===== src/rtl/lfsr_sample_sequencer_if.sv =====
// Point stream from the sample sequencer to the hit-test/plot logic.
// The master owns the coordinates and valid; the slave owns ready.
interface lfsr_sample_sequencer_if;
    logic [8:0] pt_x;
    logic [8:0] pt_y;
    logic       pt_valid;
    logic       pt_ready;

    modport master (output pt_x, output pt_y, output pt_valid, input pt_ready);
    modport slave  (input pt_x, input pt_y, input pt_valid, output pt_ready);
endinterface


===== src/rtl/lfsr_sample_sequencer.sv =====
// Seeds the 9-bit LFSR, waits out its fill latency, pairs in-range values into
// (x,y) points and offers each on a valid/ready stream until NUM_POINTS are taken.
module lfsr_sample_sequencer #(
    parameter int unsigned NUM_POINTS  = 1000,
    parameter int unsigned MAX_COORD   = 449,
    parameter int unsigned FILL_CYCLES = 2
) (
    input  logic                          clk,
    input  logic                          reset,
    input  logic                          start,
    input  logic [7:0]                    seed_in,
    output logic [7:0]                    lfsr_seed,
    output logic                          lfsr_reset,
    input  logic [8:0]                    rand_in,
    lfsr_sample_sequencer_if.master       pt,
    output logic [15:0]                   pt_count,
    output logic [15:0]                   reject_cnt,
    output logic                          busy,
    output logic                          done
);

    localparam logic [8:0]  MAX_C     = 9'(MAX_COORD);
    localparam logic [15:0] NUM_P     = 16'(NUM_POINTS);
    localparam logic [15:0] FILL_LAST = 16'(FILL_CYCLES - 1);

    typedef enum logic [2:0] {
        S_IDLE, S_SEED, S_FILL, S_GET_X, S_GET_Y, S_OFFER, S_DONE
    } state_t;

    state_t      state_q;
    logic [15:0] fill_q;
    logic [7:0]  lfsr_seed_q;
    logic        lfsr_reset_q;
    logic [8:0]  pt_x_q;
    logic [8:0]  pt_y_q;
    logic        pt_valid_q;
    logic [15:0] pt_count_q;
    logic [15:0] reject_cnt_q;
    logic        busy_q;
    logic        done_q;

    logic [7:0]  seed_d;
    logic [15:0] pt_count_d;
    logic [15:0] reject_cnt_d;
    logic        rand_ok;

    // An all-ones low field would lock every XNOR sub-LFSR; clearing bit 0 avoids it.
    always_comb begin
        seed_d       = (seed_in[4:0] == 5'h1F) ? (seed_in & 8'hFE) : seed_in;
        pt_count_d   = pt_count_q + 16'd1;
        reject_cnt_d = (reject_cnt_q == '1) ? reject_cnt_q : reject_cnt_q + 16'd1;
        rand_ok      = (rand_in <= MAX_C);
    end

    always_ff @(posedge clk) begin
        if (reset) begin
            state_q      <= S_IDLE;
            fill_q       <= '0;
            lfsr_seed_q  <= '0;
            lfsr_reset_q <= 1'b0;
            pt_x_q       <= '0;
            pt_y_q       <= '0;
            pt_valid_q   <= 1'b0;
            pt_count_q   <= '0;
            reject_cnt_q <= '0;
            busy_q       <= 1'b0;
            done_q       <= 1'b0;
        end else begin
            case (state_q)
                S_IDLE, S_DONE: begin
                    if (start) begin
                        state_q      <= S_SEED;
                        lfsr_seed_q  <= seed_d;
                        lfsr_reset_q <= 1'b1;
                        pt_count_q   <= '0;
                        reject_cnt_q <= '0;
                        pt_valid_q   <= 1'b0;
                        busy_q       <= 1'b1;
                        done_q       <= 1'b0;
                    end
                end
                S_SEED: begin
                    lfsr_reset_q <= 1'b0;
                    fill_q       <= FILL_LAST;
                    state_q      <= S_FILL;
                end
                S_FILL: begin
                    if (fill_q == '0) begin
                        state_q <= S_GET_X;
                    end else begin
                        fill_q <= fill_q - 16'd1;
                    end
                end
                S_GET_X: begin
                    if (rand_ok) begin
                        pt_x_q  <= rand_in;
                        state_q <= S_GET_Y;
                    end else begin
                        reject_cnt_q <= reject_cnt_d;
                    end
                end
                S_GET_Y: begin
                    if (rand_ok) begin
                        pt_y_q     <= rand_in;
                        pt_valid_q <= 1'b1;
                        state_q    <= S_OFFER;
                    end else begin
                        reject_cnt_q <= reject_cnt_d;
                    end
                end
                S_OFFER: begin
                    if (pt.pt_ready) begin
                        pt_count_q <= pt_count_d;
                        pt_valid_q <= 1'b0;
                        if (pt_count_d == NUM_P) begin
                            state_q <= S_DONE;
                            busy_q  <= 1'b0;
                            done_q  <= 1'b1;
                        end else begin
                            state_q <= S_GET_X;
                        end
                    end
                end
                default: state_q <= S_IDLE;
            endcase
        end
    end

    assign lfsr_seed   = lfsr_seed_q;
    assign lfsr_reset  = lfsr_reset_q;
    assign pt.pt_x     = pt_x_q;
    assign pt.pt_y     = pt_y_q;
    assign pt.pt_valid = pt_valid_q;
    assign pt_count    = pt_count_q;
    assign reject_cnt  = reject_cnt_q;
    assign busy        = busy_q;
    assign done        = done_q;

endmodule

===== src/flat_wrapper.sv =====
// flat-port wrapper written by rule: the top's interface ports become plain ports
module lfsr_sample_sequencer_flat 
#(
    parameter int unsigned NUM_POINTS  = 1000,
    parameter int unsigned MAX_COORD   = 449,
    parameter int unsigned FILL_CYCLES = 2
)
  (clk, reset, start, seed_in, lfsr_seed, lfsr_reset, rand_in, pt_count, reject_cnt, busy, done, pt_pt_x, pt_pt_y, pt_pt_valid, pt_pt_ready);
  lfsr_sample_sequencer_if pt_i ();
  input  logic clk;
  input  logic reset;
  input  logic start;
  input  logic [7:0] seed_in;
  output logic [7:0] lfsr_seed;
  output logic lfsr_reset;
  input  logic [8:0] rand_in;
  output logic [15:0] pt_count;
  output logic [15:0] reject_cnt;
  output logic busy;
  output logic done;
  output wire logic [$bits(pt_i.pt_x)-1:0] pt_pt_x;
  output wire logic [$bits(pt_i.pt_y)-1:0] pt_pt_y;
  output wire logic [$bits(pt_i.pt_valid)-1:0] pt_pt_valid;
  input wire logic [$bits(pt_i.pt_ready)-1:0] pt_pt_ready;
  assign pt_pt_x = pt_i.pt_x;
  assign pt_pt_y = pt_i.pt_y;
  assign pt_pt_valid = pt_i.pt_valid;
  assign pt_i.pt_ready = pt_pt_ready;
  lfsr_sample_sequencer #(.NUM_POINTS(NUM_POINTS), .MAX_COORD(MAX_COORD), .FILL_CYCLES(FILL_CYCLES)) u_core (.clk(clk), .reset(reset), .start(start), .seed_in(seed_in), .lfsr_seed(lfsr_seed), .lfsr_reset(lfsr_reset), .rand_in(rand_in), .pt(pt_i), .pt_count(pt_count), .reject_cnt(reject_cnt), .busy(busy), .done(done));
endmodule

===== config.mk =====
export PLATFORM = sky130hd
export DESIGN_NAME = lfsr_sample_sequencer_flat
export DESIGN_NICKNAME = d
export VERILOG_FILES = /design/src/rtl/lfsr_sample_sequencer_if.sv /design/src/rtl/lfsr_sample_sequencer.sv /design/src/flat_wrapper.sv
export SDC_FILE = /design/constraint.sdc
export NUM_CORES = 1
export LEC_CHECK = 0
export CAP_MARGIN = 20
export CORE_AREA = 10 10 123 125
export DETAILED_ROUTE_END_ITERATION = 6
export DIE_AREA = 0 0 133 135
export SYNTH_ARGS = -nofsm -noshare
export SYNTH_HDL_FRONTEND = slang
export SYNTH_SLANG_ARGS = --single-unit

===== constraint.sdc =====
create_clock -name clk -period 3.2 [get_ports clk]
set_clock_uncertainty 0.2 [all_clocks]
set_input_delay 0.48 -clock clk [delete_from_list [all_inputs] [get_ports clk]]
set_output_delay 0.48 -clock clk [all_outputs]
set_load 0.05 [all_outputs]

# --- After elaboration in Yosys (flattened, before gate mapping) ---
# Index checks and enable logic that the tools add are counted.
op_classes:
  eq_ne: 18
  order_cmp: 1
  reduce_logical: 19
  add_sub_neg: 3
  n_mux: 28
op_table:
  columns: ["cell", "count"]
  rows:
  - ["16-bit case mux with 2 select lines", 3]
  - ["16-bit 2-to-1 mux", 5]
  - ["16-bit by 1-bit adder with 16-bit output, second input constant", 2]
  - ["3-bit 2-to-1 mux", 6]
  - ["3-bit case mux with 6 select lines", 1]
  - ["16-bit by 10-bit equality test with 1-bit output, second input constant", 1]
  - ["16-bit equality test, second input constant", 1]
  - ["16-bit logical NOT", 1]
  - ["16-bit by 1-bit subtractor with 16-bit output, second input constant", 1]
  - ["4-bit AND reduction", 3]
  - ["2-bit != test, second input constant", 5]
  - ["2-bit AND reduction", 5]
  - ["3-bit equality test, second input constant", 3]
  - ["9-bit less-or-equal comparator, second input constant", 1]
  - ["1-bit 2-to-1 mux", 9]
  - ["2-bit by 1-bit != test with 1-bit output, second input constant", 4]
  - ["2-bit nonzero test", 4]
  - ["3-bit by 2-bit equality test with 1-bit output, second input constant", 2]
  - ["1-bit case mux with 2 select lines", 3]
  - ["5-bit equality test, second input constant", 1]
  - ["5-bit AND reduction", 1]
  - ["2-bit OR reduction", 2]
  - ["3-bit by 1-bit equality test with 1-bit output, second input constant", 1]
  - ["3-bit logical NOT", 1]
  - ["other kinds (3)", 3]
word_totals:
  in_bits: 21
  elab_cells: 80
  out_inout_bits: 62
  register_bits: 81

# --- Logic depth before layout (Yosys ltp) ---
logic_depth:
  word_depth: 5
  depth_mapped: 9
  ltp_nobuf: 8

# --- Worst setup path after synthesis ---
# No wires, ideal clock.
synth_path:
  path_kind: "flip-flop to flip-flop"
  from: "register u_core.pt_count_q[0], in the netlist u_core.pt_count[0]"
  to: "register u_core.state_q[2]"
  synth_period_minus_slack_ps: 2623
  arrival_ps: 2307
  setup_ps: 116
  path_buffers: 1
  setup_slack_ps: 577
  required_ps: 2884
  stages_incl_launch_ff: 9
  path_cell_list: "dfxtp_1 > ha_1 > clkbuf_1 > inv_1 > nor4_1 > or3_1 > a22oi_1 > and4_1 > a41o_1"
synth_via:
  elab_chain_len: 5
synth_rtl:
  columns: ["item", "line_no", "source"]
  rows:
  - ["start: declaration", "lfsr_sample_sequencer.sv:37", "logic [15:0] pt_count_q;"]
  - ["start signal: assignment", "lfsr_sample_sequencer.sv:113", "pt_count_q <= pt_count_d;"]
  - ["16-bit by 1-bit adder with 16-bit output", "lfsr_sample_sequencer.sv:50", "pt_count_d = pt_count_q + 16'd1;"]
  - ["16-bit by 10-bit equality test with 1-bit output", "lfsr_sample_sequencer.sv:115", "if (pt_count_d == NUM_P) begin"]
  - ["3-bit 2-to-1 mux", "lfsr_sample_sequencer.sv:115", null]
  - ["3-bit 2-to-1 mux", "lfsr_sample_sequencer.sv:112", "if (pt.pt_ready) begin"]
  - ["3-bit case mux with 6 select lines", "lfsr_sample_sequencer.sv:69", "case (state_q)"]
  - ["end signal: assignment", "lfsr_sample_sequencer.sv:72", "state_q <= S_SEED;"]
  - ["end signal: assignment", "lfsr_sample_sequencer.sv:116", "state_q <= S_DONE;"]
  - ["end signal: assignment", "lfsr_sample_sequencer.sv:120", "state_q <= S_GET_X;"]
  - ["end: declaration", "lfsr_sample_sequencer.sv:30", "state_t state_q;"]
# Every way passes these cells. The select of a mux whose other input is x is not followed.
# A chain may end at the register's enable or synchronous reset.

# --- Final worst setup path ---
# Same ends and word-level chain as after synthesis.

==> run metrics <==
final wirelength=10.7 mm; Largest delay share family, worst path=simple AND/OR/NAND/NOR gates; DP Wirelength=7.97 mm; Max Buffers Root-to-Sink=2; Main synth FF type=dfxtp_1; sequential share of the synthesized area=40.9%; CP Class=reg2reg; clk root buf=clkbuf_16; largest net degree at the start of global routing=30; slowest stage delay, CP=0.48 ns; worst rel slew slack=50.6%; Final ANT Viol Nets=0; Syn Area/Cell=8.24 um2; Worst-Skew Late Latency=0.33 ns; Placer Congestion=0.834; layout cells sized above 1=7.84%; Hold Vio Cnt, Final=0; DR DRC count=0; Min Clock Period, post-route=2.55 ns; Final Net Count=581; post-route setup slack=0.652 ns; CP Capture Type=register; FMAX=0.392 GHz; reg-to-reg startpoint=u_core.pt_count[0]; Via density=5.07; Power Density=729 nW/um2; Yosys warnings=0; Worst Hold Class=reg2reg; FF-to-FF End=u_core.state_q[2]; FF+latch area=1620 um2; fillers=1,223; largest fanout on the critical path=9; wire per inst=14.7 um; ANT cells=0; die width=133 um; GRT Util Overall=11.7%; num rows=41; hold depth=2; port bufs=82; final setup violation count=0; postcts setup bufs=0; via count=3,713; CP Buf/Inv Count=1; 1st-iter DRT viols=288; grt total ovfl=0; dpl cells=717; final worst-path cycle share=79.6%; core area=12,600 um2; initial antenna violation count=0; total die area=18,000 um2; most common cell in the netlist=dfxtp_1; Area Overhead vs Synth=33.3%; die height=135 um; placed instance area=4940 um2; MaxCap Viol Count=0; VDD IR max=0.301 mV; vias in the first global route=3,593; CTS H-tree depth=3; Crit-path slowest cell=dfxtp_1; ys async rst share=0%; Syn Nets=506; Synth area leaders=dfxtp_1, nor2_1, a21oi_1; Final Cell Area=5280 um2; Multi-input gate area=2170 um2; post-layout util=42.0%; first-pass GRT wire length=17.8 mm; hold_buf cts=0; I/O pin count=83; Worst-path clk slew=0.06 ns; crit-path cells=ha_1 > inv_1 > or2_2 > xor2_1 > nor4_1 > and4_1 > a41o_1; leakage=1.87 nW; Worst EP required=3.28 ns; EDFF count, synth=0; Synth cell types=60; Setup TNS=0 ns; CTS Buf Count=9; TritonRoute pass-1 iters=4; final cell count without fillers=733; RSZ-0062 raised after global routing=false; HP Start=u_core.pt.pt_x[2]; PostCTS Resize Cnt=0; status=completed; worst-case hold slack=0.257 ns; Synth area leader=dfxtp_1; CTS tree=done; Seq cells post-synth=81; Total Power=3.85 mW; Post-Synthesis Cell Area=3960 um2; r2r setup slk=0.65 ns; Worst setup SP type=register; clock sink count=81; Cells after Synth=481; Worst EP arrival=2.62 ns; worst hold path endpoint=u_core.pt.pt_x[2]; synth cell count leaders=dfxtp_1, nor2_1, a21oi_1; Worst R2R Path Depth=7; Yosys top cell area share=40.9%; worst slack, placed=0.427 ns; actual slew at the worst max-slew pin=0.738 ns; final slew viol count=0; Starting Density=31.5%
[report_power, final]
group | internal, mW | switching (mW)
combinational | 0.536 | 0.861
clock | 0.782 | 0.398
sequential | 1.14 | 0.130
total | 2.46 | 1.39
[flip-flops by register name, indices dropped and copies added, names as in the netlist]
signal / count
u_core.reject_cnt: 16
u_core.pt.pt_y: 9
u_core.state_q: 3
u_core.pt.pt_valid: 1
u_core.pt_count: 16
u_core.done: 1
u_core.fill_q: 16
u_core.lfsr_seed: 8
u_core.lfsr_reset: 1
u_core.pt.pt_x: 9
u_core.busy: 1
[layout make-up]
cell class | instances | area share (%)
Multi-Input combinational cell | 361 | 41.1
Clock inverter | 5 | 1.94
Sequential cell | 81 | 30.7
Tap cell | 172 | 4.07
Clock buffer | 11 | 4.59
Timing Repair Buffer | 91 | 16.7
Inverter | 12 | 0.852
[worst max path at each step]
stage / start / to / slack [ns] / cells after the start
detailed placement: rand_in[3] / u_core.reject_cnt[6] / 0.43 / 7
CTS: u_core.pt_count[0] / u_core.state_q[2] / 0.67 / 7
floorplan: u_core.pt_count[0] / u_core.state_q[2] / 0.58 / 8
global placement: rand_in[3] / u_core.reject_cnt[6] / 0.46 / 7
finish: u_core.pt_count[0] / u_core.state_q[2] / 0.65 / 7
global route: u_core.pt_count[0] / u_core.busy / 0.47 / 7
[cells in the final DEF (no fill, tap or decap), types with 7 or more instances in the layout]
cell type        instances
inv_1                   11
nand3_1                 26
mux2i_1                 17
and3_1                   7
o21ai_0                 22
nor2_1                  67
or3_1                   11
clkbuf_16                9
a21oi_1                 43
nor3_1                  10
nor4_1                   8
nand4_1                 13
xor2_1                  20
dfxtp_1                 81
buf_4                    9
clkdlybuf4s50_1         81
nand2_1                 41
[tightest hold or removal path, cell delays in order (launching register included)]
cell and delay (ns):
dfxtp_1 0.31, nand2_1 0.05, a21oi_1 0.05
[kinds of logic (layout without fill, tap and decap cells)]
family / after synthesis / in the layout / share of synthesized area, %
fa+ha+maj: 5 / 5 / 1.52
buf+inv: 39 / 119 / 4.26
flops: 81 / 81 / 40.9
simple gates: 216 / 216 / 28.0
mux: 17 / 17 / 4.29
xor+xnor: 24 / 24 / 5.30
compound gates: 99 / 99 / 15.7
[layer usage]
layer | wire, um | vias up | global-route usage [%] | share of wire [%]
li1 | - | 1881 | - | -
met1 | 4960 | 1738 | 14.6 | 46
met2 | 5100 | 82 | 19.1 | 47
met3 | 552 | 12 | 2.74 | 5.1
met4 | 139 | 0 | 4.77 | 1.3
met5 | 0 | - | 0 | 0
(Power assumes the default switching activity.)
